### src/rtl/fetch_aligner.sv
// Fetch stage: requests aligned words, realigns halfwords into
// 16/32-bit instructions and hands them to decode with their PC.
module fetch_aligner #(
  parameter logic [31:0] RESET_PC = 32'h0000_0000
) (
  input  logic        clk,
  input  logic        arstn,
  input  logic        flush,
  input  logic [31:0] flushPc,
  output logic        memReq,
  output logic [31:0] memAddr,
  input  logic        memGnt,
  input  logic        memRvalid,
  input  logic [31:0] memRdata,
  output logic        instrValid,
  input  logic        instrReady,
  output logic [31:0] instr,
  output logic [31:0] instrPc,
  output logic        instrCompressed
);

  logic [15:0] buf_q [4];
  logic [15:0] buf_d [4];
  logic [2:0]  cnt_q, cnt_d;
  logic [31:0] pc_q, pc_d;
  logic [31:0] faddr_q, faddr_d;
  logic        drop_q, drop_d;
  logic        outst_q, outst_d;
  logic        disc_q, disc_d;
  logic        run_q;
  logic        is_c, pop, grant, accept;
  logic [2:0]  need;
  logic        unused_pc0;

  assign unused_pc0 = flushPc[0];

  always_comb begin
    is_c = (cnt_q != 3'd0) && (buf_q[0][1:0] != 2'b11);
    need = is_c ? 3'd1 : 3'd2;
    instrValid = (cnt_q >= need) && !flush;
    instrCompressed = is_c;
    if (cnt_q == 3'd0) instr = '0;
    else if (is_c)     instr = {16'h0, buf_q[0]};
    else               instr = {buf_q[1], buf_q[0]};
    instrPc = pc_q;
    // run_q keeps the request low while in reset and one cycle after
    memReq = run_q && !outst_q && !flush && (cnt_q <= 3'd2);
    memAddr = faddr_q;
    pop = instrValid && instrReady;
    grant = memReq && memGnt;
    accept = memRvalid && outst_q && !disc_q;
  end

  always_comb begin
    buf_d = buf_q;
    cnt_d = cnt_q;
    if (pop) begin
      if (is_c) begin
        buf_d[0] = buf_q[1];
        buf_d[1] = buf_q[2];
        buf_d[2] = buf_q[3];
        buf_d[3] = '0;
      end else begin
        buf_d[0] = buf_q[2];
        buf_d[1] = buf_q[3];
        buf_d[2] = '0;
        buf_d[3] = '0;
      end
      cnt_d = cnt_q - need;
    end
    if (accept) begin
      if (drop_q) begin
        buf_d[cnt_d[1:0]] = memRdata[31:16];
        cnt_d = cnt_d + 3'd1;
      end else begin
        buf_d[cnt_d[1:0]] = memRdata[15:0];
        buf_d[cnt_d[1:0] + 2'd1] = memRdata[31:16];
        cnt_d = cnt_d + 3'd2;
      end
    end
    if (flush) begin
      for (int i = 0; i < 4; i++) buf_d[i] = '0;
      cnt_d = '0;
    end
  end

  always_comb begin
    pc_d = pc_q;
    faddr_d = faddr_q;
    drop_d = drop_q;
    outst_d = outst_q;
    disc_d = disc_q;
    if (memRvalid) outst_d = 1'b0;
    if (grant) outst_d = 1'b1;
    if (flush) begin
      pc_d = {flushPc[31:1], 1'b0};
      faddr_d = {flushPc[31:2], 2'b00};
      drop_d = flushPc[1];
      // an in-flight word belongs to the old stream
      disc_d = outst_q && !memRvalid;
    end else begin
      if (pop) pc_d = pc_q + (is_c ? 32'd2 : 32'd4);
      if (grant) faddr_d = faddr_q + 32'd4;
      if (accept) drop_d = 1'b0;
      if (memRvalid && outst_q) disc_d = 1'b0;
    end
  end

  always_ff @(posedge clk or negedge arstn) begin
    if (!arstn) begin
      for (int i = 0; i < 4; i++) buf_q[i] <= '0;
      cnt_q <= '0;
      pc_q <= {RESET_PC[31:1], 1'b0};
      faddr_q <= {RESET_PC[31:2], 2'b00};
      drop_q <= RESET_PC[1];
      outst_q <= 1'b0;
      disc_q <= 1'b0;
      run_q <= 1'b0;
    end else begin
      for (int i = 0; i < 4; i++) buf_q[i] <= buf_d[i];
      cnt_q <= cnt_d;
      pc_q <= pc_d;
      faddr_q <= faddr_d;
      drop_q <= drop_d;
      outst_q <= outst_d;
      disc_q <= disc_d;
      run_q <= 1'b1;
    end
  end

endmodule
### config.mk
export PLATFORM = sky130hd
export DESIGN_NAME = fetch_aligner
export DESIGN_NICKNAME = d
export VERILOG_FILES = /design/src/rtl/fetch_aligner.sv
export SDC_FILE = /design/constraint.sdc
export NUM_CORES = 1
export LEC_CHECK = 0
export CAP_MARGIN = 20
export CELL_PAD_IN_SITES_DETAIL_PLACEMENT = 2
export CELL_PAD_IN_SITES_GLOBAL_PLACEMENT = 2
export CORE_UTILIZATION = 28
export DETAILED_ROUTE_END_ITERATION = 8
export PLACE_DENSITY_LB_ADDON = 0.1
export SLEW_MARGIN = 20
export SYNTH_ARGS = -nofsm -noshare
export SYNTH_HDL_FRONTEND = slang
export SYNTH_SLANG_ARGS = --single-unit
### constraint.sdc
create_clock -name clk -period 3.75 [get_ports clk]
set_clock_uncertainty 0.15 [all_clocks]
set_input_delay 0.5625 -clock clk [delete_from_list [all_inputs] [get_ports clk]]
set_output_delay 0.5625 -clock clk [all_outputs]
set_load 0.01 [all_outputs]
Word-level counts from Yosys, hierarchy flattened
Index checks and enable logic that the tools add are counted.
{"block": "op_classes", "eq_ne": 1, "bitwise_logic": 2, "order_cmp": 6, "add_sub_neg": 6, "n_reduce_logical": 23, "muxes": 30}
{"cell": "2-to-1 mux 64 bit", "count": 5}
{"cell": "bitwise mux 64 bit", "count": 3}
{"cell": "2-to-1 mux 32 bit", "count": 6}
{"cell": "demux 16 bit (select 2 bit)", "count": 2}
{"cell": "adder 32 x 3 -> 32 bit", "count": 1}
{"cell": "adder 32 x 3 -> 32 bit, second input constant", "count": 1}
{"cell": "2-to-1 mux 16 bit", "count": 2}
{"cell": "2-to-1 mux 3 bit", "count": 5}
{"cell": "logical AND 1 bit", "count": 12}
{"cell": "nonzero test 2 bit", "count": 5}
{"cell": "greater-or-equal comparator 3 bit, second input constant", "count": 2}
{"cell": "less-than comparator 3 x 1 -> 1 bit, second input constant", "count": 2}
{"cell": "2-to-1 mux 1 bit", "count": 6}
{"cell": "NOT 2 -> 3 bit", "count": 2}
{"cell": "zero test 1 bit", "count": 4}
{"cell": "adder 3 x 1 -> 3 bit, second input constant", "count": 1}
{"cell": "adder 3 x 2 -> 3 bit, second input constant", "count": 1}
{"cell": "greater-or-equal comparator 3 x 2 -> 1 bit", "count": 1}
{"cell": "less-or-equal comparator 3 x 2 -> 1 bit, second input constant", "count": 1}
{"cell": "zero test 3 bit", "count": 1}
{"cell": "nonzero test 3 bit", "count": 1}
{"cell": "subtractor 3 x 2 -> 3 bit", "count": 1}
{"cell": "adder 2 x 1 -> 2 bit, second input constant", "count": 1}
{"cell": "2-to-1 mux 2 bit", "count": 1}
{"cell": "inequality test 2 bit, second input constant", "count": 1}
{"block": "word_totals", "ff_bits": 135, "inputBits": 70, "elab_cells": 79, "output_inout_bits": 99}

Depth between registers and ports, before layout
{"block": "depth", "word_depth": 17, "depth_mapped": 15}

Worst setup path before layout
OpenSTA, ideal clock, no wires.
{"block": "synth_timing", "path_kind": "flip-flop to flip-flop", "start": "register cnt_q[2]", "end": "register buf_q[62] in the netlist's numbering", "slack_ns": 0.064, "required_ns": 3.459, "path_stages_with_launch": 16, "setup_ns": 0.141, "synth_period_minus_slack_ns": 3.686, "n_path_buf": 5, "t_arrival_ns": 3.395, "path_cell_list": "dfrtp_1 > buf_4 > or3_1 > clkbuf_1 > nand2_1 > clkinv_1 > clkbuf_1 > nand2_1 > ha_1 > mux2_1 > buf_2 > a211oi_4 > clkbuf_1 > mux2i_1 > o21ai_0 > a22oi_1"}
{"item": "from (decl)", "line_no": "24", "rtl": "logic [2:0] cnt_q, cnt_d;"}
{"item": "from (signal assigned)", "line_no": "121", "rtl": "cnt_q <= cnt_d;"}
{"item": "to (decl)", "line_no": "22", "rtl": "logic [15:0] buf_q [4];"}

==> results.json <==
{
  "outcome": "finished with violations",
  "violations": "negative hold slack",
  "power.density_nw_per_um2": 365,
  "yosys.area.top_type": "dfrtp_1",
  "synth-seq-cells": 132,
  "fill_cells": 3514,
  "yosys-top-cells-count": "149 x nand2_1, 132 x dfrtp_1, 98 x o21ai_0",
  "routabilityCongestion": 0.805,
  "start_util_pct": 28.4,
  "relSlewSlack_pct": 43.9,
  "drc": 0,
  "drive_gt1_share_pct": 9.80,
  "grt_pass1_wl_um": 63900,
  "synthSimpleGateAreaFrac_pct": 22.7,
  "regToRegEndpoint": "buf_q[60]$_DFF_PN0_",
  "finalNetCount": 1316,
  "timing.rr.start": "cnt_q[1]$_DFF_PN0_",
  "cts_tree": "done",
  "synthDistinctLibCells": 74,
  "cts.reportedPaths.clkPinSlew_ns": 0.07,
  "end_kind": "flip-flop",
  "synth_top_family_by_area": "compound AO/OA/AOI/OAI gates",
  "wl_per_cell_um": 24.9,
  "intPower_w": 0.00290,
  "tns_ns": 0,
  "fin_crit_sh_pct": 93.9,
  "power_frac_seq_pct": 38.0,
  "synth_xor_area_share_pct": 3.62,
  "clkPwrFrac_pct": 39.0,
  "swShare_pct": 32.6,
  "wl_um": 41200,
  "cp_data_required_time_ns": 3.92,
  "grt_use_total_pct": 25.8,
  "synthMuxAreaShare_pct": 3.87,
  "viasPerCell": 5.78,
  "io_pins": 169,
  "syn-instance-count": 1086,
  "drt_iter0_drc": 447,
  "rrSetupSlack_ns": 0.23,
  "slew_violations": 0,
  "dr.pass1.iters": 5,
  "rsz0062_at_grt": "no",
  "hold_viol": 16,
  "dieArea_um2": 32700,
  "synth_adder_area_share_pct": 0.419,
  "clk_latency_ns": 0.45,
  "vias": 9585,
  "synth_edf_count": 0,
  "grt_antenna_before_repair": 0,
  "diodes": 0,
  "worstRegToRegCells": 11,
  "max_freq_ghz": 0.284,
  "critPathLaunchType": "flip-flop",
  "cts_buffers": 17,
  "ir_drop_uv": 322,
  "setup_viol": 0,
  "tightest_slew_ns": 0.841,
  "combPwrFrac_pct": 23.0,
  "hold_ws_ns": -0.0238,
  "grt_overflow": 0,
  "cts_sinks": 132,
  "yosys_most_used_dff": "dfrtp_1",
  "synthArstFlopShare_pct": 100,
  "cp.arrival_ns": 3.69,
  "cts_setup_buffers": 0,
  "yosysMostFrequentCell": "nand2_1",
  "fin_crit_ns": 3.52,
  "die_x_um": 181,
  "worstSetupStartpoint": "cnt_q[1]$_DFF_PN0_",
  "synth_seq_area_share_pct": 36.9,
  "cap_violations": 0,
  "p_total_w": 0.00430,
  "die_y_um": 181,
  "syn_area_per_cell_um2": 8.24,
  "crit_fanout": 13,
  "min_path_type": "input port to async pin",
  "crit_end": "buf_q[60]$_DFF_PN0_",
  "crit_type": "flip-flop to flip-flop",
  "grt_start_max_net_pins": 85,
  "leakagePower_nw": 4.63,
  "synth_top_area_share_pct": 36.9,
  "core_um2": 31500,
  "yosysWarnings": 0,
  "grt_pass1_vias": 10200,
  "ys_top_cells_by_area": "dfrtp_1 37%, nand2_1 6.2%, o21ai_0 5.5%",
  "io_buffers": 164,
  "synth_compound_area_share_pct": 27.1,
  "clock_path_buffers": 2,
  "num_rows": 65,
  "clockRootBuffer": "clkbuf_16",
  "htree_levels": 4,
  "p_sw_w": 0.00140,
  "synth.cell_area_um2": 8950,
  "final_antenna_net_count": 0,
  "dp_hpwl_um": 28300,
  "syn_to_final_growth_pct": 31.9
}
logic make-up (layout without fill, tap and decap cells):
kind of cell | Yosys count | count (layout)
compound gates | 356 | 356
xor+xnor | 37 | 37
fa+ha+maj | 3 | 3
buf+inv | 107 | 274
flops | 132 | 132
mux | 33 | 33
other cells | 2 | 4
simple gates | 416 | 416
critical path, cell delays in order, from the launching register on:
cell and delay, ns:
dfrtp_1 0.38, or3_1 0.41, nand2_1 0.24, clkinv_1 0.18
nand2_1 0.11, ha_1 0.26, mux2_1 0.50, a211oi_4 0.49
o21ai_1 0.13, buf_4 0.23, a32oi_1 0.20, o21ai_0 0.11
final cells by class:
class,count,area (µm²),area share (%)
Tap cell,402,503,4.26
Clock buffer,22,484,4.10
Multi-Input combinational cell,849,5220,44.2
Timing Repair Buffer,227,2160,18.3
Inverter,16,60.1,0.509
Sequential cell,132,3300,28.0
Clock inverter,9,78.8,0.668
repair_timing:
action | CTS | global route
gates resized for setup | 0 | 2
setup endpoints to repair | 0 | 11
hold buffers | 0 | 0
state kept, by name (all words and copies together), names as in the netlist:
name     cells
drop_q       1
cnt_q        3
instrPc     31
outst_q      1
disc_q       1
memAddr     30
buf_q       64
run_q        1
layer usage:
layer | wire (µm) | track usage, % | up-vias
met1 | 18400 | 33.2 | 4923
li1 | - | - | 4362
met2 | 20400 | 44.5 | 251
met5 | 0 | 0 | -
met4 | 852 | 8.34 | 0
met3 | 1530 | 3.16 | 49
worst min-delay path by stage:
stage | start | to | slack [ns]
after floorplan | arstn | buf_q[0]$_DFF_PN0_ | 0.12
after global placement | buf_q[5]$_DFF_PN0_ | buf_q[5]$_DFF_PN0_ | 0.38
after detailed placement | buf_q[4]$_DFF_PN0_ | buf_q[4]$_DFF_PN0_ | 0.39
after CTS | arstn | memAddr[13]$_DFFE_PN0N_ | 0.0008
after global routing | arstn | instrPc[13]$_DFFE_PN0N_ | 0.01
final | arstn | memAddr[13]$_DFFE_PN0N_ | -0.02
power by group through the flow:
stage | clock network, W | logic [W] | registers (W)
after floorplan | 0 | 0.000450 | 0.00165
after global placement | 0 | 0.000970 | 0.00166
after detailed placement | 0 | 0.000991 | 0.00166
after CTS | 0.00172 | 0.000996 | 0.00164
after global routing | 0.00177 | 0.00107 | 0.00165
final | 0.00168 | 0.000989 | 0.00164
stage by stage:
step	std cells	area [µm²]	utilization, %	worst slack, ns	hold slack (ns)
global route	1657	11800	37.5	0.0132	0.0115
detailed placement	1626	11200	35.7	0.149	0.390
global placement	1626	11200	35.7	0.235	0.377
floorplan	1088	8960	-	0.0644	0.117
finish	1657	11800	37.5	0.227	-0.0238
CTS	1657	11800	37.5	0.103	0.000835
layout by cell type (no fill, tap or decap), drive strengths merged, types with 5 or more instances in the layout:
master	instances
clkbuf	22
xor2	14
a311oi	5
a211oi	35
a22o	18
a32oi	15
clkdlybuf4s50	162
o21ai	104
a222oi	8
nand4	12
nand2	150
o2bb2ai	5
mux2i	20
mux2	13
and3	66
o22ai	17
o311ai	14
a221oi	7
dfrtp	132
a21oi	33
nand3	46
clkinv	9
a31oi	34
nor2	74
or3	12
o21a	7
a21boi	5
o211ai	22
buf	65
inv	13
nor3	7
and2	24
xnor2	23
Power figures use the tool's default switching activity.
